--- src/rtl/alu_seq_if.sv ---
// Handshake bundle between the operand producer and alu_seq: a request channel
// (operands plus opcode) and a response channel (result plus flags).
interface alu_seq_if #(
    parameter int WIDTH = 8
);
    logic             in_valid;
    logic             in_ready;
    logic [WIDTH-1:0] alu_input_a;
    logic [WIDTH-1:0] alu_input_b;
    logic [3:0]       alu_opcode;
    logic             out_valid;
    logic             out_ready;
    logic [WIDTH-1:0] alu_out;
    logic             zero;
    logic             illegal_op;

    modport master (
        output in_valid, alu_input_a, alu_input_b, alu_opcode, out_ready,
        input  in_ready, out_valid, alu_out, zero, illegal_op
    );

    modport slave (
        input  in_valid, alu_input_a, alu_input_b, alu_opcode, out_ready,
        output in_ready, out_valid, alu_out, zero, illegal_op
    );
endinterface

--- src/rtl/alu_seq.sv ---
// Handshaked WIDTH-bit ALU with registered result/flags and shift-add multiply.
// Define ALU_SEQ_FAST_MUL_EN for a single-cycle combinational multiplier instead.
module alu_seq #(
    parameter int WIDTH = 8
) (
    input  logic     clk,
    input  logic     reset,
    alu_seq_if.slave bus
);
    localparam logic [3:0] OP_AND   = 4'd0;
    localparam logic [3:0] OP_ADD   = 4'd1;
    localparam logic [3:0] OP_XOR   = 4'd2;
    localparam logic [3:0] OP_SLT   = 4'd3;
    localparam logic [3:0] OP_SLL   = 4'd4;
    localparam logic [3:0] OP_SRL   = 4'd5;
    localparam logic [3:0] OP_SNE   = 4'd6;
    localparam logic [3:0] OP_OVF   = 4'd7;
    localparam logic [3:0] OP_SUB   = 4'd8;
    localparam logic [3:0] OP_OR    = 4'd9;
    localparam logic [3:0] OP_SRA   = 4'd10;
    localparam logic [3:0] OP_MULLO = 4'd11;
    localparam logic [3:0] OP_MULHI = 4'd12;

    localparam logic [WIDTH-1:0] SHIFT_LIM = WIDTH'(WIDTH);

`ifdef ALU_SEQ_FAST_MUL_EN
    typedef enum logic [1:0] {IDLE, DONE} state_t;
`else
    typedef enum logic [1:0] {IDLE, BUSY, DONE} state_t;
    localparam int CNT_W = (WIDTH > 1) ? $clog2(WIDTH) : 1;
    localparam logic [CNT_W-1:0] CNT_LAST = CNT_W'(WIDTH - 1);
`endif

    state_t state_reg, state_next;

    logic [WIDTH-1:0] a, b, sum, diff, op_result;
    logic             op_illegal;
    logic             is_mul;
    logic             accept;
    logic             in_ready_c;
    logic             out_valid_c;

    logic [WIDTH-1:0] result_reg;
    logic             zero_reg;
    logic             illegal_reg;

    assign a    = bus.alu_input_a;
    assign b    = bus.alu_input_b;
    assign sum  = a + b;
    assign diff = a - b;

`ifdef ALU_SEQ_FAST_MUL_EN
    logic [2*WIDTH-1:0] product;
    assign product = {{WIDTH{1'b0}}, a} * {{WIDTH{1'b0}}, b};
    assign is_mul  = 1'b0;
`else
    logic [WIDTH-1:0]   mcand_reg;
    logic [2*WIDTH-1:0] acc_reg, acc_next;
    logic [WIDTH:0]     partial;
    logic [CNT_W-1:0]   cnt_reg;
    logic               hi_sel_reg;
    logic [WIDTH-1:0]   mul_result;

    assign is_mul = (bus.alu_opcode == OP_MULLO) || (bus.alu_opcode == OP_MULHI);

    // Upper half accumulates the multiplicand when the multiplier LSB (acc[0]) is
    // set; the whole accumulator then shifts right, retiring one multiplier bit.
    assign partial    = {1'b0, acc_reg[2*WIDTH-1:WIDTH]} + {1'b0, (acc_reg[0] ? mcand_reg : {WIDTH{1'b0}})};
    assign acc_next   = {partial, acc_reg[WIDTH-1:1]};
    assign mul_result = hi_sel_reg ? acc_next[2*WIDTH-1:WIDTH] : acc_next[WIDTH-1:0];
`endif

    always_comb begin
        op_result  = '0;
        op_illegal = 1'b0;
        case (bus.alu_opcode)
            OP_AND: op_result = a & b;
            OP_ADD: op_result = sum;
            OP_XOR: op_result = a ^ b;
            OP_SLT: op_result = {{(WIDTH-1){1'b0}}, (a < b)};
            OP_SLL: op_result = (b >= SHIFT_LIM) ? '0 : (a << b);
            OP_SRL: op_result = (b >= SHIFT_LIM) ? '0 : (a >> b);
            OP_SNE: op_result = {{(WIDTH-1){1'b0}}, (a != b)};
            OP_OVF: op_result = {{(WIDTH-1){1'b0}},
                                 ((a[WIDTH-1] == b[WIDTH-1]) && (sum[WIDTH-1] != a[WIDTH-1]))};
            OP_SUB: op_result = diff;
            OP_OR:  op_result = a | b;
            OP_SRA: op_result = (b >= SHIFT_LIM) ? {WIDTH{a[WIDTH-1]}}
                                                 : WIDTH'($signed(a) >>> b);
`ifdef ALU_SEQ_FAST_MUL_EN
            OP_MULLO: op_result = product[WIDTH-1:0];
            OP_MULHI: op_result = product[2*WIDTH-1:WIDTH];
`else
            OP_MULLO, OP_MULHI: op_result = '0;
`endif
            default: op_illegal = 1'b1;
        endcase
    end

    always_ff @(posedge clk) begin
        if (reset) begin
            state_reg <= IDLE;
        end else begin
            state_reg <= state_next;
        end
    end

    always_comb begin
        state_next  = state_reg;
        in_ready_c  = 1'b0;
        out_valid_c = 1'b0;
        case (state_reg)
            IDLE: in_ready_c = 1'b1;
`ifndef ALU_SEQ_FAST_MUL_EN
            BUSY: if (cnt_reg == CNT_LAST) state_next = DONE;
`endif
            DONE: begin
                out_valid_c = 1'b1;
                in_ready_c  = bus.out_ready;
                if (bus.out_ready) state_next = IDLE;
            end
            default: state_next = IDLE;
        endcase
        // A release in DONE can coincide with a new accept (back-to-back).
        if (bus.in_valid && in_ready_c) begin
`ifdef ALU_SEQ_FAST_MUL_EN
            state_next = DONE;
`else
            state_next = is_mul ? BUSY : DONE;
`endif
        end
    end

    assign accept = bus.in_valid && in_ready_c;

    always_ff @(posedge clk) begin
        if (reset) begin
            result_reg  <= '0;
            zero_reg    <= 1'b0;
            illegal_reg <= 1'b0;
`ifndef ALU_SEQ_FAST_MUL_EN
            mcand_reg   <= '0;
            acc_reg     <= '0;
            cnt_reg     <= '0;
            hi_sel_reg  <= 1'b0;
`endif
        end else begin
            if (accept && !is_mul) begin
                result_reg  <= op_result;
                zero_reg    <= (op_result == '0);
                illegal_reg <= op_illegal;
            end
`ifndef ALU_SEQ_FAST_MUL_EN
            if (accept && is_mul) begin
                mcand_reg  <= a;
                acc_reg    <= {{WIDTH{1'b0}}, b};
                cnt_reg    <= '0;
                hi_sel_reg <= (bus.alu_opcode == OP_MULHI);
            end else if (state_reg == BUSY) begin
                acc_reg <= acc_next;
                cnt_reg <= cnt_reg + CNT_W'(1);
                if (cnt_reg == CNT_LAST) begin
                    result_reg  <= mul_result;
                    zero_reg    <= (mul_result == '0);
                    illegal_reg <= 1'b0;
                end
            end
`endif
        end
    end

    assign bus.in_ready   = in_ready_c;
    assign bus.out_valid  = out_valid_c;
    assign bus.alu_out    = result_reg;
    assign bus.zero       = zero_reg;
    assign bus.illegal_op = illegal_reg;
endmodule

--- src/flat_wrapper.sv ---
// flat-port wrapper written by rule: the top's interface ports become plain ports
module alu_seq_flat 
#(
    parameter int WIDTH = 8
)
  (clk, reset, bus_in_valid, bus_alu_input_a, bus_alu_input_b, bus_alu_opcode, bus_out_ready, bus_in_ready, bus_out_valid, bus_alu_out, bus_zero, bus_illegal_op);
  alu_seq_if #(.WIDTH(WIDTH)) bus_i ();
  input  logic clk;
  input  logic reset;
  input wire logic [$bits(bus_i.in_valid)-1:0] bus_in_valid;
  input wire logic [$bits(bus_i.alu_input_a)-1:0] bus_alu_input_a;
  input wire logic [$bits(bus_i.alu_input_b)-1:0] bus_alu_input_b;
  input wire logic [$bits(bus_i.alu_opcode)-1:0] bus_alu_opcode;
  input wire logic [$bits(bus_i.out_ready)-1:0] bus_out_ready;
  output wire logic [$bits(bus_i.in_ready)-1:0] bus_in_ready;
  output wire logic [$bits(bus_i.out_valid)-1:0] bus_out_valid;
  output wire logic [$bits(bus_i.alu_out)-1:0] bus_alu_out;
  output wire logic [$bits(bus_i.zero)-1:0] bus_zero;
  output wire logic [$bits(bus_i.illegal_op)-1:0] bus_illegal_op;
  assign bus_i.in_valid = bus_in_valid;
  assign bus_i.alu_input_a = bus_alu_input_a;
  assign bus_i.alu_input_b = bus_alu_input_b;
  assign bus_i.alu_opcode = bus_alu_opcode;
  assign bus_i.out_ready = bus_out_ready;
  assign bus_in_ready = bus_i.in_ready;
  assign bus_out_valid = bus_i.out_valid;
  assign bus_alu_out = bus_i.alu_out;
  assign bus_zero = bus_i.zero;
  assign bus_illegal_op = bus_i.illegal_op;
  alu_seq #(.WIDTH(WIDTH)) u_core (.clk(clk), .reset(reset), .bus(bus_i));
endmodule
--- config.mk ---
export PLATFORM = sky130hd
export DESIGN_NAME = alu_seq_flat
export DESIGN_NICKNAME = d
export VERILOG_FILES = /design/src/rtl/alu_seq_if.sv /design/src/rtl/alu_seq.sv /design/src/flat_wrapper.sv
export SDC_FILE = /design/constraint.sdc
export NUM_CORES = 1
export LEC_CHECK = 0
export CAP_MARGIN = 0
export CELL_PAD_IN_SITES_DETAIL_PLACEMENT = 1
export CELL_PAD_IN_SITES_GLOBAL_PLACEMENT = 2
export CORE_MARGIN = 2
export CORE_UTILIZATION = 38
export CTS_BUF_LIST = sky130_fd_sc_hd__clkbuf_8
export DETAILED_ROUTE_END_ITERATION = 10
export PLACE_DENSITY = 0.95
export SLEW_MARGIN = 20
export SYNTH_ARGS = -nofsm -noshare
export SYNTH_HDL_FRONTEND = slang
export SYNTH_SLANG_ARGS = --single-unit
--- constraint.sdc ---
create_clock -name clk -period 5.37 [get_ports clk]
set_input_delay 1.3425 -clock clk [delete_from_list [all_inputs] [get_ports clk]]
set_output_delay 1.3425 -clock clk [all_outputs]
set_load 0.005 [all_outputs]
Yosys cells after proc, flatten, opt, wreduce, memory -nomap -nowiden
Index checks and enable logic that the tools add are counted.
{"block": "totals", "mem_bits_ro": 0, "output_inout_bits": 12, "latch_bits": 0, "memories": 0, "mem_bits_rw": 0, "register_bits": 40, "input_bits": 24, "word_cells": 84}
{"block": "classes", "div": 0, "mul": 0, "shift": 3, "n_eq_ne": 21, "addsub": 4, "reduce_logical": 14, "bitwise": 3, "mux": 28, "magnitude_cmp": 2}
{"cell": "$mux W8", "count": 11}
{"cell": "$pmux W8 S11", "count": 1}
{"cell": "$eq A4 B4 Y1 const B", "count": 5}
{"cell": "$eq A4 B3 Y1 const B", "count": 4}
{"cell": "$logic_not A8 Y1", "count": 2}
{"cell": "$reduce_or A13 Y1", "count": 1}
{"cell": "$mux W1", "count": 10}
{"cell": "$add A8 B8 Y9", "count": 1}
{"cell": "$add A8 B8 Y8", "count": 1}
{"cell": "$and A8 B8 Y8", "count": 1}
{"cell": "$eq A4 B2 Y1 const B", "count": 2}
{"cell": "$ge A8 B4 Y1 const B", "count": 1}
{"cell": "$lt A8 B8 Y1", "count": 1}
{"cell": "$mux W2", "count": 4}
{"cell": "$ne A8 B8 Y1", "count": 1}
{"cell": "$or A8 B8 Y8", "count": 1}
{"cell": "$shl A8 B8 Y8", "count": 1}
{"cell": "$shr A8 B8 Y8", "count": 1}
{"cell": "$sshr A8 B8 Y8", "count": 1}
{"cell": "$sub A8 B8 Y8", "count": 1}
{"cell": "$xor A8 B8 Y8", "count": 1}
{"cell": "$pmux W2 S3", "count": 1}
{"cell": "$eq A4 B1 Y1 const B", "count": 1}
{"cell": "$logic_and A1 B1 Y1", "count": 4}
{"cell": "other kinds (17)", "count": 17}

Depth between registers and ports, before layout
Gate-level depths: netlist (run 1).
{"block": "logic_depth", "word_depth": 9, "ltp_mapped": 13, "mapped_depth_nobuf": 12}

Worst setup path before layout (run 1)
Ideal clock, no wire load.
{"block": "synth_timing", "kind": "input port to flip-flop", "start": "input port bus_alu_input_b[1]", "end": "register u_core.result_reg[7] (netlist: u_core.bus.alu_out[7])", "path_buffers": 1, "required_time_ns": 5.239, "arrival_ns": 3.623, "stages": 11, "setup_time_ns": 0.131, "path_slack_ns": 1.616, "cell_sequence": "buf_2 -> inv_2 -> ha_1 -> a21o_1 -> and4_1 -> o211a_1 -> o21ai_1 -> o31ai_1 -> or4b_4 -> a221oi_1 -> nor3_1"}
{"block": "synth_between", "elab_chain_cells": 7, "elab_cells_between_ends": 14, "classes_between": "2 x add/sub; 1 x order compare; 3 x shift; 8 x mux"}
{"element": "start, declared", "line": "flat_wrapper.sv:12", "text": "input wire logic [$bits(bus_i.alu_input_b)-1:0] bus_alu_input_b;"}
{"element": "$ge A8 B4 Y1 (tied with other cells)", "line": "alu_seq.sv:81, alu_seq.sv:82, alu_seq.sv:88"}
{"element": "$mux W8, on equally long branches", "line": "alu_seq.sv:88, alu_seq.sv:81, alu_seq.sv:82"}
{"element": "$pmux W8 S11 (*)", "line": "alu_seq.sv:76", "text": "case (bus.alu_opcode)"}
{"element": "$mux W8 (*)", "line": "alu_seq.sv:148", "text": "if (accept && !is_mul) begin"}
{"element": "$mux W8", "line": "alu_seq.sv:162", "text": "if (cnt_reg == CNT_LAST) begin"}
{"element": "$mux W8", "line": "alu_seq.sv:159", "text": "end else if (state_reg == BUSY) begin"}
{"element": "$mux W8 (*)", "line": "alu_seq.sv:154", "text": "if (accept && is_mul) begin"}
{"element": "end signal, assigned", "line": "alu_seq.sv:149", "text": "result_reg <= op_result;"}
{"element": "end signal, assigned", "line": "alu_seq.sv:163", "text": "result_reg <= mul_result;"}
{"element": "end, declared", "line": "alu_seq.sv:43", "text": "logic [WIDTH-1:0] result_reg;"}
Every way passes the cells marked *; elsewhere a longest branch is shown, timed or not.
A chain may end at the register's enable or synchronous reset.

Final worst setup path (run 1)
{"block": "layout_timing", "start": "input port bus_alu_input_a[1]", "end": "register u_core.zero_reg (netlist: u_core.bus.zero)"}
{"block": "layout_between", "elab_chain_cells": 9, "elab_cells_between_ends": 21, "classes_between": "2 x add/sub; 1 x order compare; 2 x eq/ne; 3 x shift; 8 x mux; 3 x bitwise; 2 x reduce/logical"}
{"element": "start, declared", "line": "flat_wrapper.sv:11", "text": "input wire logic [$bits(bus_i.alu_input_a)-1:0] bus_alu_input_a;"}
{"element": "$add A8 B8 Y8", "line": "alu_seq.sv:49", "text": "assign sum = a + b;"}
{"element": "$ne A1 B1 Y1", "line": "alu_seq.sv:85", "text": "((a[WIDTH-1] == b[WIDTH-1]) && (sum[WIDTH-1] != a[WIDTH-1]))};"}
{"element": "$logic_and A1 B1 Y1", "line": "alu_seq.sv:85"}
{"element": "$pmux W8 S11 (*)", "line": "alu_seq.sv:76"}
{"element": "$logic_not A8 Y1 (*)", "line": "alu_seq.sv:150", "text": "zero_reg <= (op_result == '0);"}
{"element": "$mux W1 (*)", "line": "alu_seq.sv:148"}
{"element": "$mux W1", "line": "alu_seq.sv:162"}
{"element": "$mux W1", "line": "alu_seq.sv:159"}
{"element": "$mux W1 (*)", "line": "alu_seq.sv:154"}
{"element": "end signal, assigned", "line": "alu_seq.sv:150"}
{"element": "end signal, assigned", "line": "alu_seq.sv:164", "text": "zero_reg <= (mul_result == '0);"}
{"element": "end, declared", "line": "alu_seq.sv:44", "text": "logic zero_reg;"}
Marks and branches as above.

==> results.py, run 1 <==
metrics = {
    "status": {
        "status": "finished clean",
    },
    "worst_setup_path": {
        "critPathCaptureType": "flop",
        "r2r_cells": 12,
        "cp.required_ns": 5.62,
        "crit_cells": 11,
        "arrival_ns": 4.58,
        "timing.rr.end": "u_core.bus.zero",
        "critPathLaunchType": "input pin",
        "timing.rr.start": "u_core.acc_reg[0]",
        "critical_path.top_delay_family": "compound AO/OA/AOI/OAI gates",
        "crit_chain": "clkdlybuf4s50_1, inv_1, ha_1, o21bai_1, nand2_1, and4_1, a2111o_1, a2111oi_2, nand4_1, o31ai_1, a21o_1",
        "slowest_delay_ns": 0.75,
        "critPathSlowestCell": "clkdlybuf4s50_1",
        "crit_path_max_fanout": 9,
        "critical_path_class": "input pin to flop",
        "path_buf_inv": 2,
        "rrSetupSlack_ns": 2.48,
        "crit_start": "bus_alu_input_a[1]",
    },
    "timing": {
        "finClkSkew_ns": 0.00506,
        "fin_hold_ws_ns": 0.453,
        "tns_ns": 0,
        "setup_viol": 0,
        "hold_viol_final": 0,
        "final-max-slew-violation-count": 0,
        "worstMarginPinSlew_ns": 0.921,
        "post-route-period-util_pct": 80.6,
        "slew_headroom_pct": 38.1,
        "min_period_ns": 4.33,
        "fmax_ghz": 0.231,
        "rsz0062_at_grt": "false",
    },
    "cts": {
        "cts_root_buffer": "clkbuf_8",
        "htree_levels": 2,
        "postCtsSetupBuffers": 0,
        "cts_buffer_depth": 2,
        "clk_pin_slew_worst_paths_ns": 0.08,
        "post_cts_resized": 0,
        "cts_buffers": 5,
        "cts_hold_buf": 0,
        "numClockSinks": 40,
        "clock_latency_ns": 0.30,
        "cts_tree": "yes",
    },
    "die": {
        "die_w_um": 110,
        "die_area_um2": 12100,
        "rows": 38,
        "core_area_um2": 10900,
        "boundaryPins": 36,
        "initial_core_util_pct": 39.2,
        "die-height_um": 110,
    },
    "power_and_ir_drop": {
        "peakVddDrop_uv": 118,
        "p_int_mw": 0.520,
        "p_seq_share_pct": 38.9,
        "switching_power_mw": 0.284,
        "power.total_mw": 0.805,
        "swShare_pct": 35.3,
        "p_leak_nw": 1.81,
        "pwr-share-clk_pct": 27.0,
        "pwr-share-comb_pct": 34.1,
        "powerDensity_nw_per_um2": 167,
    },
    "synth": {
        "syn-num-nets": 625,
        "synth_edf_count": 0,
        "ys_warn_count": 0,
        "synthTopCellsByCount": "nand2_1 (73), a21oi_1 (58), nor2_1 (48)",
        "synthCells": 564,
        "synth.distinct_cells": 78,
        "synth.ff_latch_count": 40,
        "synth_top_area_cell": "dfxtp_1",
        "ys.flop_type": "dfxtp_1",
        "yosysMostFrequentCell": "nand2_1",
        "syn_area_um2": 4270,
        "synth_top_area_share_pct": 18.8,
        "synth_area_leaders": "dfxtp_1 (19%), ha_1 (10%), a21oi_1 (6.8%)",
        "ys_seq_area_share_pct": 18.8,
        "async_reset_ff_share_pct": 0,
        "synth.avg_cell_area_um2": 7.57,
    },
    "drt": {
        "wire_per_inst_um": 20.6,
        "dr.pass1.iters": 4,
        "vias_per_cell": 6.13,
        "drtAntennaViolNets": 0,
        "drc": 0,
        "num_vias": 4452,
        "drt_iter0_drc": 362,
        "wl_um": 15000,
    },
    "hold_path": {
        "min_path_type": "flop to flop",
        "min_to": "u_core.mcand_reg[5]",
        "hold_path_startpoint": "u_core.mcand_reg[5]",
        "hold_depth": 2,
    },
    "global_route": {
        "grt_pass1_wl_um": 24200,
        "grt_max_degree": 32,
        "antenna_found_initial": 0,
        "grt_pass1_vias": 4407,
        "grt_overflow": 0,
        "grtUsageTotal_pct": 26.0,
    },
    "layout": {
        "synthToLayoutAreaGrowth_pct": 12.5,
        "largest_reg_flops": 16,
        "final_nets": 646,
        "antenna_cells": 0,
        "drive_above_1_share_pct": 8.87,
    },
    "placed_design": {
        "io_buffers": 35,
        "dp_hpwl_um": 11800,
        "gp_congestion": 0.952,
    },
    "run": {
        "cap_violations": 0,
    },
}
## power by group through the flow
stage / Clock, mW / Combinational (mW) / Sequential, mW
4_1_cts: 0.221 / 0.271 / 0.313
6_report: 0.217 / 0.274 / 0.313
5_1_grt: 0.229 / 0.298 / 0.315
3_5_place_dp: 0 / 0.270 / 0.321
3_3_place_gp: 0 / 0.265 / 0.320
2_1_floorplan: 0 / 0.172 / 0.318
## worst max-delay path by stage
stage                     slack [ns]               endpoint
final                           1.04        u_core.bus.zero
after global routing            0.89        u_core.bus.zero
after CTS                       1.06        u_core.bus.zero
after detailed placement        0.76        u_core.bus.zero
after global placement          0.86        u_core.bus.zero
after floorplan                 1.62  u_core.bus.alu_out[7]
## logic make-up (layout without fill, tap and decap cells)
| kind of cell | Yosys count | in the layout | share of synthesized area [%] |
|---|---|---|---|
| multiplexers | 27 | 27 | 8.03 |
| AND/OR/NAND/NOR | 218 | 218 | 26.6 |
| adder cells (fa/ha/maj) | 37 | 37 | 11.4 |
| AO/OA/AOI/OAI | 168 | 168 | 26.5 |
| buffers and inverters | 67 | 89 | 7.33 |
| flip-flops | 40 | 40 | 18.8 |
| XOR/XNOR | 7 | 7 | 1.44 |
## layout make-up
class | count | area, um2
Clock inverter | 2 | 11.3
Multi-Input combinational cell | 457 | 3160
Sequential cell | 40 | 801
Fill cell | 1384 | 6080
Tap cell | 140 | 175
Inverter | 31 | 116
Clock buffer | 6 | 82.6
Timing Repair Buffer | 50 | 463
## stage by stage
stage	utilization, %	cells	setup slack (ns)	cell area (um2)
6_report	44.1	726	1.04	4800
4_1_cts	44.1	726	1.06	4800
2_1_floorplan	-	564	1.62	4270
5_1_grt	44.1	726	0.893	4800
3_3_place_gp	43.3	718	0.863	4710
3_5_place_dp	43.3	718	0.760	4710
## cell usage in the layout (no fill, tap or decap), types with 6 or more instances in the layout
cell	Yosys	final
nor3_1	10	10
o21ai_0	20	20
xnor2_1	7	7
a211oi_1	11	11
mux2_2	7	7
a21o_1	7	7
a21oi_1	58	58
clkbuf_8	0	6
clkdlybuf4s50_1	0	35
buf_4	3	15
ha_1	34	34
o211ai_1	9	9
nor2_1	48	48
nand2b_1	9	9
a22oi_1	9	9
mux2i_1	14	14
inv_1	29	30
nor4_1	9	9
nand2_1	73	73
dfxtp_1	40	40
nand3_1	14	14
nor2b_1	7	7
and2_1	8	8
## layer usage
metal  vias to the layer above  GRT usage, %  routed length, um
li1                       2109             -                  -
met1                      2205          36.5               6960
met3                        30          3.88                708
met5                         -             0                  0
met2                       108          40.9               6930
met4                         0          7.87                360
## worst min-delay path, delay by kind of cell (launching register included)
family	cells	cell delay (ns)
AO/OA/AOI/OAI	1	0.05
flip-flops	1	0.31
AND/OR/NAND/NOR	1	0.05
(Power assumes the default switching activity.)
==> inputs of run 2 (changes only) <==
- CORE_UTILIZATION: 38 -> 32
- PLACE_DENSITY: 0.95 -> 0.87
- clock period: 5.37 -> 3.8 ns (I/O delays scaled with it)
==> run 2 against run 1 <==
  * Clock-buffer cell count is 1 lower
  * First-iteration DRC count is 13% higher
  * Core utilization is 4.2 points lower
  * Critical path type unchanged
  * Largest cell class unchanged
  * Largest power group unchanged
==> results.py, run 2 (same netlist as run 1, synthesis figures left out) <==
metrics = {
    "drt": {
        "drc": 0,
        "wl_um": 16100,
        "num_vias": 4627,
        "wire_per_inst_um": 19.8,
        "drtAntennaViolNets": 0,
        "dr.pass1.iters": 5,
        "drt_iter0_drc": 409,
        "vias_per_cell": 5.71,
    },
    "cts": {
        "cts_tree": "yes",
        "cts_hold_buf": 0,
        "cts_root_buffer": "clkbuf_8",
        "clk_pin_slew_worst_paths_ns": 0.08,
        "numClockSinks": 40,
        "clock_latency_ns": 0.31,
        "htree_levels": 2,
        "cts_buffers": 5,
        "cts_buffer_depth": 2,
        "postCtsSetupBuffers": 0,
        "post_cts_resized": 0,
    },
    "die": {
        "initial_core_util_pct": 32.5,
        "die-height_um": 120,
        "die_w_um": 120,
        "core_area_um2": 13100,
        "rows": 42,
        "die_area_um2": 14300,
        "boundaryPins": 36,
    },
    "timing": {
        "final-max-slew-violation-count": 0,
        "finClkSkew_ns": 0.0122,
        "worstMarginPinSlew_ns": 1.11,
        "slew_headroom_pct": 24.7,
        "hold_viol_final": 0,
        "min_period_ns": 3.62,
        "worst_slack_ns": 0.181,
        "post-route-period-util_pct": 95.2,
        "rsz0062_at_grt": "false",
        "setup_viol": 0,
        "fmax_ghz": 0.276,
    },
    "layout": {
        "largest_reg_flops": 16,
        "final_nets": 694,
        "layout_common_cells": "nand2_1 (73), buf_4 (62), a21oi_1 (58), nor2_1 (48), dfxtp_1 (40)",
        "multiInputGateArea_um2": 3160,
        "n_fill_cell": 1627,
        "synthToLayoutAreaGrowth_pct": 22.7,
        "drive_above_1_share_pct": 15.9,
        "seq_area_um2": 801,
        "antenna_cells": 0,
        "final_common_cell": "nand2_1",
    },
    "worst_setup_path": {
        "crit_path_max_fanout": 12,
        "crit_top_cell": "buf_4",
        "critPathCaptureType": "flop",
        "critical_path_class": "input pin to flop",
        "cp.required_ns": 4.04,
        "critical_path.top_delay_family": "simple AND/OR/NAND/NOR gates",
        "arrival_ns": 3.86,
        "critPathSlowestCell": "nor4b_1",
        "crit_chain": "clkdlybuf4s50_1, buf_4, nor4b_1, nand3_1, a21oi_1, a311o_1, a211oi_2, buf_4, o211ai_1, o21ai_0, nor2_1",
        "critPathLaunchType": "input pin",
        "slowest_delay_ns": 0.96,
        "path_buf_inv": 3,
    },
    "status": {
        "status": "finished clean",
    },
    "placed_design": {
        "gp_congestion": 0.904,
        "dp_worst_setup_slack_ns": -0.0952,
        "io_buffers": 35,
        "dp_hpwl_um": 13200,
    },
    "power_and_ir_drop": {
        "peakVddDrop_uv": 102,
        "p_leak_nw": 2.06,
        "powerDensity_nw_per_um2": 237,
        "power.total_mw": 1.24,
    },
    "global_route": {
        "antenna_found_initial": 0,
        "grt_pass1_vias": 4726,
        "grtUsageTotal_pct": 22.7,
        "grt_overflow": 0,
        "grt_max_degree": 26,
        "grt_pass1_wl_um": 25900,
    },
    "hold_path": {
        "min_path_type": "flop to flop",
    },
    "run": {
        "cap_violations": 0,
    },
}
==> run 2: cell count changes in the layout (fill, tap and decap cells not counted), sizes merged <==
cell    change
inv         -1
bufinv      +1
clkinv      +1
clkbuf      -1
buf        +48
==> run 2: layout make-up <==
| class | instances | share of cell area (%) |
|---|---|---|
| Clock buffer | 5 | 1.31 |
| Clock inverter | 3 | 0.812 |
| Inverter | 31 | 2.22 |
| Multi-Input combinational cell | 457 | 60.2 |
| Sequential cell | 40 | 15.3 |
| Tap cell | 176 | 4.20 |
| Timing Repair Buffer | 98 | 16.0 |
==> run 2: path summary, 6_finish.rpt <==
check                 startpoint                     to  slack (ns)  cells after the start
min          u_core.mcand_reg[6]    u_core.mcand_reg[6]        0.46                      2
max reg2reg    u_core.acc_reg[0]        u_core.bus.zero        0.81                     12
max            bus_alu_opcode[0]  u_core.bus.alu_out[4]        0.18                     11
min reg2reg  u_core.mcand_reg[6]    u_core.mcand_reg[6]        0.46                      2
==> run 2: report_power, final <==
part / internal, mW / switching, mW
Sequential: 0.432 / 0.0111
Combinational: 0.198 / 0.245
Clock: 0.194 / 0.160
Total: 0.825 / 0.416
==> run 2: tightest hold or removal path, cell delays in order, from the launching register on <==
cell     delay [ns]
dfxtp_1        0.31
nand2_1        0.05
a21oi_1        0.05
==> run 2: layer usage <==
metal	track usage, %	up-vias	wire length [um]
met2	37.5	110	7440
met1	31.8	2301	7740
met4	4.49	0	274
met5	0	-	0
met3	3.14	18	613
li1	-	2198	-
==> run 2: stage by stage <==
step	area [um2]	util [%]	hold slack (ns)	setup TNS [ns]	instances
after floorplan	4270	-	0.432	0	564
after CTS	5240	39.9	0.460	0	810
final	5240	39.9	0.458	0	810
after global routing	5240	39.9	0.486	0	810
after detailed placement	5130	39.0	0.449	-0.137	802
after global placement	5130	39.0	0.446	0	802
==> inputs of run 3 (changes only) <==
- ABC_AREA: default -> 1
- ABC_CLOCK_PERIOD_IN_PS: default -> 3800
- CORE_UTILIZATION: 32 -> 29
==> run 3 against run 2 <==
  * Sequential share of layout area up 1.0 points
  * Sequential power about the same
  * Combinational power down 14%
  * Setup slack better by 0.25 ns
  * Register-to-register slack better by 0.23 ns
  * Wire length up 0.16%
  * Critical path depth up 2
  * Critical path type unchanged
  * Synthesized cell count up 24%
  * Global-route usage down 2.2 points
  * Hold slack better by 0.0098 ns
==> results.py, run 3 <==
metrics = {
    "power_and_ir_drop": {
        "peakVddDrop_uv": 96.0,
        "pwr-share-clk_pct": 29.7,
        "powerDensity_nw_per_um2": 239,
        "p_seq_share_pct": 37.8,
        "switching_power_mw": 0.411,
        "swShare_pct": 35.0,
        "p_int_mw": 0.761,
        "power.total_mw": 1.17,
        "pwr-share-comb_pct": 32.5,
        "p_leak_nw": 2.30,
    },
    "layout": {
        "drive_above_1_share_pct": 8.41,
        "layout_common_cells": "nand2_1 (205), nand3_1 (80), inv_1 (66), nor2_1 (64), a21oi_1 (50)",
        "synthToLayoutAreaGrowth_pct": 16.7,
        "final_cells": 917,
        "fin_area_um2": 4900,
        "n_fill_cell": 1828,
        "final_nets": 797,
        "antenna_cells": 0,
        "final_common_cell": "nand2_1",
        "final_util_pct": 34.9,
        "largest_reg_flops": 16,
    },
    "global_route": {
        "grt_pass1_wl_um": 25800,
        "grt_overflow": 0,
        "grt_pass1_vias": 4939,
        "grt_max_degree": 26,
        "grtUsageTotal_pct": 20.6,
        "antenna_found_initial": 0,
    },
    "cts": {
        "cts_hold_buf": 0,
        "cts_root_buffer": "clkbuf_8",
        "htree_levels": 2,
        "cts_buffer_depth": 2,
        "cts_buffers": 5,
        "clock_latency_ns": 0.30,
        "cts_tree": "yes",
        "numClockSinks": 40,
        "postCtsSetupBuffers": 0,
        "clk_pin_slew_worst_paths_ns": 0.08,
        "post_cts_resized": 0,
    },
    "timing": {
        "rsz0062_at_grt": "false",
        "finClkSkew_ns": 0.00878,
        "worstMarginPinSlew_ns": 0.534,
        "post-route-period-util_pct": 88.7,
        "tns_ns": 0,
        "final-max-slew-violation-count": 0,
        "hold_viol_final": 0,
        "fin_hold_ws_ns": 0.467,
        "worst_slack_ns": 0.430,
        "min_period_ns": 3.37,
        "slew_headroom_pct": 64.3,
        "setup_viol": 0,
        "fmax_ghz": 0.297,
    },
    "die": {
        "boundaryPins": 36,
        "die_w_um": 124,
        "die-height_um": 124,
        "rows": 43,
        "initial_core_util_pct": 29.9,
        "die_area_um2": 15500,
        "core_area_um2": 14000,
    },
    "synth": {
        "ys.flop_type": "dfxtp_1",
        "synth.distinct_cells": 52,
        "synth.ff_latch_count": 40,
        "synthCells": 698,
        "synth_edf_count": 0,
        "synth.avg_cell_area_um2": 6.02,
        "syn-num-nets": 759,
        "async_reset_ff_share_pct": 0,
        "ys_seq_area_share_pct": 19.1,
        "synth_top_area_cell": "dfxtp_1",
        "synth_top_area_share_pct": 19.1,
        "synth_area_leaders": "dfxtp_1 (19%), nand2_1 (18%), ha_1 (10%)",
        "ys_warn_count": 0,
        "syn_area_um2": 4200,
        "yosysMostFrequentCell": "nand2_1",
        "synthTopCellsByCount": "nand2_1 (205), nand3_1 (80), inv_1 (65)",
    },
    "placed_design": {
        "dpl_cell_area_um2": 4800,
        "dp_worst_setup_slack_ns": 0.111,
        "dp_hpwl_um": 13300,
        "gp_congestion": 1.01,
        "place_inst": 909,
        "io_buffers": 35,
    },
    "hold_path": {
        "hold_path_startpoint": "u_core.acc_reg[10]",
        "hold_depth": 2,
        "min_to": "u_core.acc_reg[10]",
        "min_path_type": "flop to flop",
    },
    "worst_setup_path": {
        "timing.rr.start": "u_core.acc_reg[0]",
        "arrival_ns": 3.61,
        "r2r_cells": 17,
        "timing.rr.end": "u_core.bus.zero",
        "crit_path_max_fanout": 4,
        "cp.required_ns": 4.04,
        "critPathLaunchType": "input pin",
        "rrSetupSlack_ns": 1.04,
        "critPathCaptureType": "flop",
        "critical_path_class": "input pin to flop",
    },
    "drt": {
        "dr.pass1.iters": 5,
        "drc": 0,
        "vias_per_cell": 5.30,
        "wl_um": 16100,
        "wire_per_inst_um": 17.5,
        "drtAntennaViolNets": 0,
        "num_vias": 4857,
        "drt_iter0_drc": 372,
    },
    "run": {
        "cap_violations": 0,
    },
    "status": {
        "status": "finished clean",
    },
}
==> run 3: changes by cell type in the layout (fill, tap and decap cells not counted), sizes merged, moves of 14 or more <==
| cell | previous run | this run |
|---|---|---|
| nand2 | 73 | 210 |
| o21ai | 23 | 37 |
| inv | 31 | 71 |
| mux2i | 14 | 0 |
| buf | 63 | 19 |
| nor2 | 49 | 75 |
| nand3 | 14 | 84 |
==> run 3: worst max-delay path by stage <==
stage / to / start
floorplan: u_core.bus.zero / bus_alu_input_b[2]
global placement: u_core.bus.zero / bus_alu_input_b[0]
detailed placement: u_core.bus.zero / bus_alu_input_b[0]
CTS: u_core.bus.zero / bus_alu_input_b[0]
global route: u_core.bus.zero / bus_alu_input_b[0]
finish: u_core.bus.zero / bus_alu_input_b[0]
==> run 3: power groups by stage <==
stage	clock network [mW]	logic [mW]	registers [mW]
global route	0.371	0.422	0.445
finish	0.348	0.381	0.443
floorplan	0	0.230	0.450
CTS	0.356	0.378	0.443
global placement	0	0.369	0.452
detailed placement	0	0.376	0.453
==> run 3: cells by family after synthesis <==
kind of cell	after synthesis	synth area share, %
simple gates	400	42.5
compound gates	121	16.5
buf+inv	95	9.41
flops	40	19.1
fa+ha+maj	37	11.6
xor+xnor	5	1.04
==> run 3: per-layer routing <==
metal,part of all wire [%],track usage [%],up-vias
met2,45,33.5,122
met4,2.9,6.87,0
met1,48,28.6,2317
met5,0,0,-
met3,4.2,1.80,28
li1,-,-,2390
==> run 3: critical path, stage by stage <==
cell and delay (ns):
clkdlybuf4s50_1 0.48, ha_1 0.27, fa_1 0.45, or2_2 0.30, nand3_1 0.09, nand2_1 0.06, nor3_1 0.34, nand2_1 0.13
nor2_1 0.13, nand2_1 0.10, nor2_1 0.12, nand3_1 0.08, a21oi_1 0.12
==> run 3: area by class of cell <==
cell class	count	area [um2]	share of cell area (%)
multi-input cells	563	3010	61.3
flip-flops and latches	40	801	16.3
repair buffers	54	493	10.1
inverters	72	270	5.51
well taps	180	225	4.59
clock buffers	5	68.8	1.40
clock inverters	3	38.8	0.791
==> RTL change: new RTL, config.mk and constraints of run 1 <==
Remove the case item `OP_SLL` of the case on `bus.alu_opcode`.
--- a/src/rtl/alu_seq.sv
+++ b/src/rtl/alu_seq.sv
@@ -78,7 +78,6 @@
             OP_ADD: op_result = sum;
             OP_XOR: op_result = a ^ b;
             OP_SLT: op_result = {{(WIDTH-1){1'b0}}, (a < b)};
-            OP_SLL: op_result = (b >= SHIFT_LIM) ? '0 : (a << b);
             OP_SRL: op_result = (b >= SHIFT_LIM) ? '0 : (a >> b);
             OP_SNE: op_result = {{(WIDTH-1){1'b0}}, (a != b)};
             OP_OVF: op_result = {{(WIDTH-1){1'b0}},
Formal check against the unedited RTL: not equivalent (a bounded check fails within 4 cycles, from zero or initial values and one cycle with reset high).
==> RTL change against run 1 <==
Power rose by 2.4%; sequential power barely moved; sequential share of layout area increased by 1.2 points; synthesized area is 9.8% lower; worst setup slack lost 0.36 ns; sequential cell count stayed put; wire length decreased by 9.4%; design area shrank 7.0%; via count is 9.4% lower; hold slack improved by 0.011 ns; critical endpoint unchanged.
==> RTL change: results <==
[status]
status = "finished, final reports clean"

[finish]
buffers = 51
final_nets = 604
area_growth_pct = 16.1
buf_share_pct = 10.5
multi_input_area_share_pct = 62.7
final-clk-cell-share_pct = 2.57
multi_input_cells = 414
clockBufferCount = 5
drive_above_1_share_pct = 7.54
largest_reg_flops = 16
fillCellCount = 1268

[sta]
fin_crit_sh_pct = 87.3
hold_ws_ns = 0.463
skew_ns = 0.00522
tightest_slew_ns = 1.01

[critical_path]
arrival_ns = 4.91
reg2reg_depth = 12
rrSetupSlack_ns = 2.11
worstReg2RegStart = "u_core.acc_reg[0]"

[detailed_routing]
first_pass_iters = 5
wl_per_cell_um = 20.0
wl_mm = 13.5
num_vias = 4033
drtIter0Drc = 205

[min_path]
min_to = "u_core.acc_reg[11]"
worstHoldStart = "u_core.acc_reg[11]"

[yosys]
synth-xor-area-share_pct = 2.05
synthAdderAreaFrac_pct = 12.6
synth-compound-area-share_pct = 27.8
synth_top_cell_by_area = "dfxtp_1"
ys_types = 68
avgSynthCellArea_um2 = 7.43
yosysSeqAreaShare_pct = 20.8
syn-num-nets = 579
ys_top_cells_by_area = "dfxtp_1 21%, ha_1 11%, nand2_1 6.7%"
synth.top_cells.by_count = "69 x nand2_1, 43 x a21oi_1, 40 x dfxtp_1"
yosys-mux-area-fraction_pct = 4.32

[die]
die_w_um = 105

[placement]
dp.cells = 669
dp_hpwl_mm = 10.8
place_congestion = 0.954
dp_slack_ns = 0.375

[global_routing]
track_usage_pct = 25.0
grt_max_degree = 31
grt_pass1_wl_mm = 22.1

[power_and_ir_drop]
leakage_nw = 1.70
switching_power_w = 0.000277
peakVddDrop_v = 0.0000996
## RTL change: cell types whose count changed in the layout (fill, tap and decap cells not counted), moves of 6 or more
cell / before / now
mux2_2: 7 / 1
a21oi_1: 58 / 43
o21ai_0: 20 / 32
a211oi_1: 11 / 17
nor2_1: 48 / 32
## RTL change: metrics by stage
stage / instance area, um^2 / util, % / total power [W]
5_1_grt: 4470 / 45.5 / 0.000863
3_5_place_dp: 4360 / 44.4 / 0.000565
4_1_cts: 4470 / 45.5 / 0.000827
3_3_place_gp: 4360 / 44.4 / 0.000558
2_1_floorplan: 3850 / - / 0.000466
6_report: 4470 / 45.5 / 0.000824
## RTL change: how the worst max path moves through the flow
stage | end | start | cells past startpoint
floorplan | u_core.bus.zero | bus_alu_input_b[2] | 12
global placement | u_core.bus.zero | bus_alu_input_a[1] | 10
detailed placement | u_core.bus.zero | bus_alu_input_b[1] | 10
CTS | u_core.bus.zero | bus_alu_input_b[1] | 10
global route | u_core.bus.zero | bus_alu_input_a[1] | 10
finish | u_core.bus.zero | bus_alu_input_a[1] | 10
## RTL change: power by group through the flow
stage,clock network [W],logic (W),registers [W]
floorplan,0,0.000149,0.000318
global placement,0,0.000237,0.000320
detailed placement,0,0.000244,0.000321
CTS,0.000268,0.000245,0.000314
global route,0.000277,0.000270,0.000316
finish,0.000263,0.000247,0.000314
## RTL change: critical path, stage by stage
cell and delay [ns]:
clkdlybuf4s50_1 0.69, inv_1 0.10, ha_1 0.35, a211oi_1 0.39
o21bai_1 0.21, nor3_1 0.08, or4_1 0.60, or3_1 0.37
or4_1 0.52, a221oi_2 0.26
## RTL change: metal layers
metal  part of all wire [%]  vias up  GRT usage, %
met4                    3.4        0          9.90
met2                     47      108          42.1
met3                    3.4       26          2.25
met5                      0        -             0
met1                     46     1968          32.9
li1                       -     1931             -
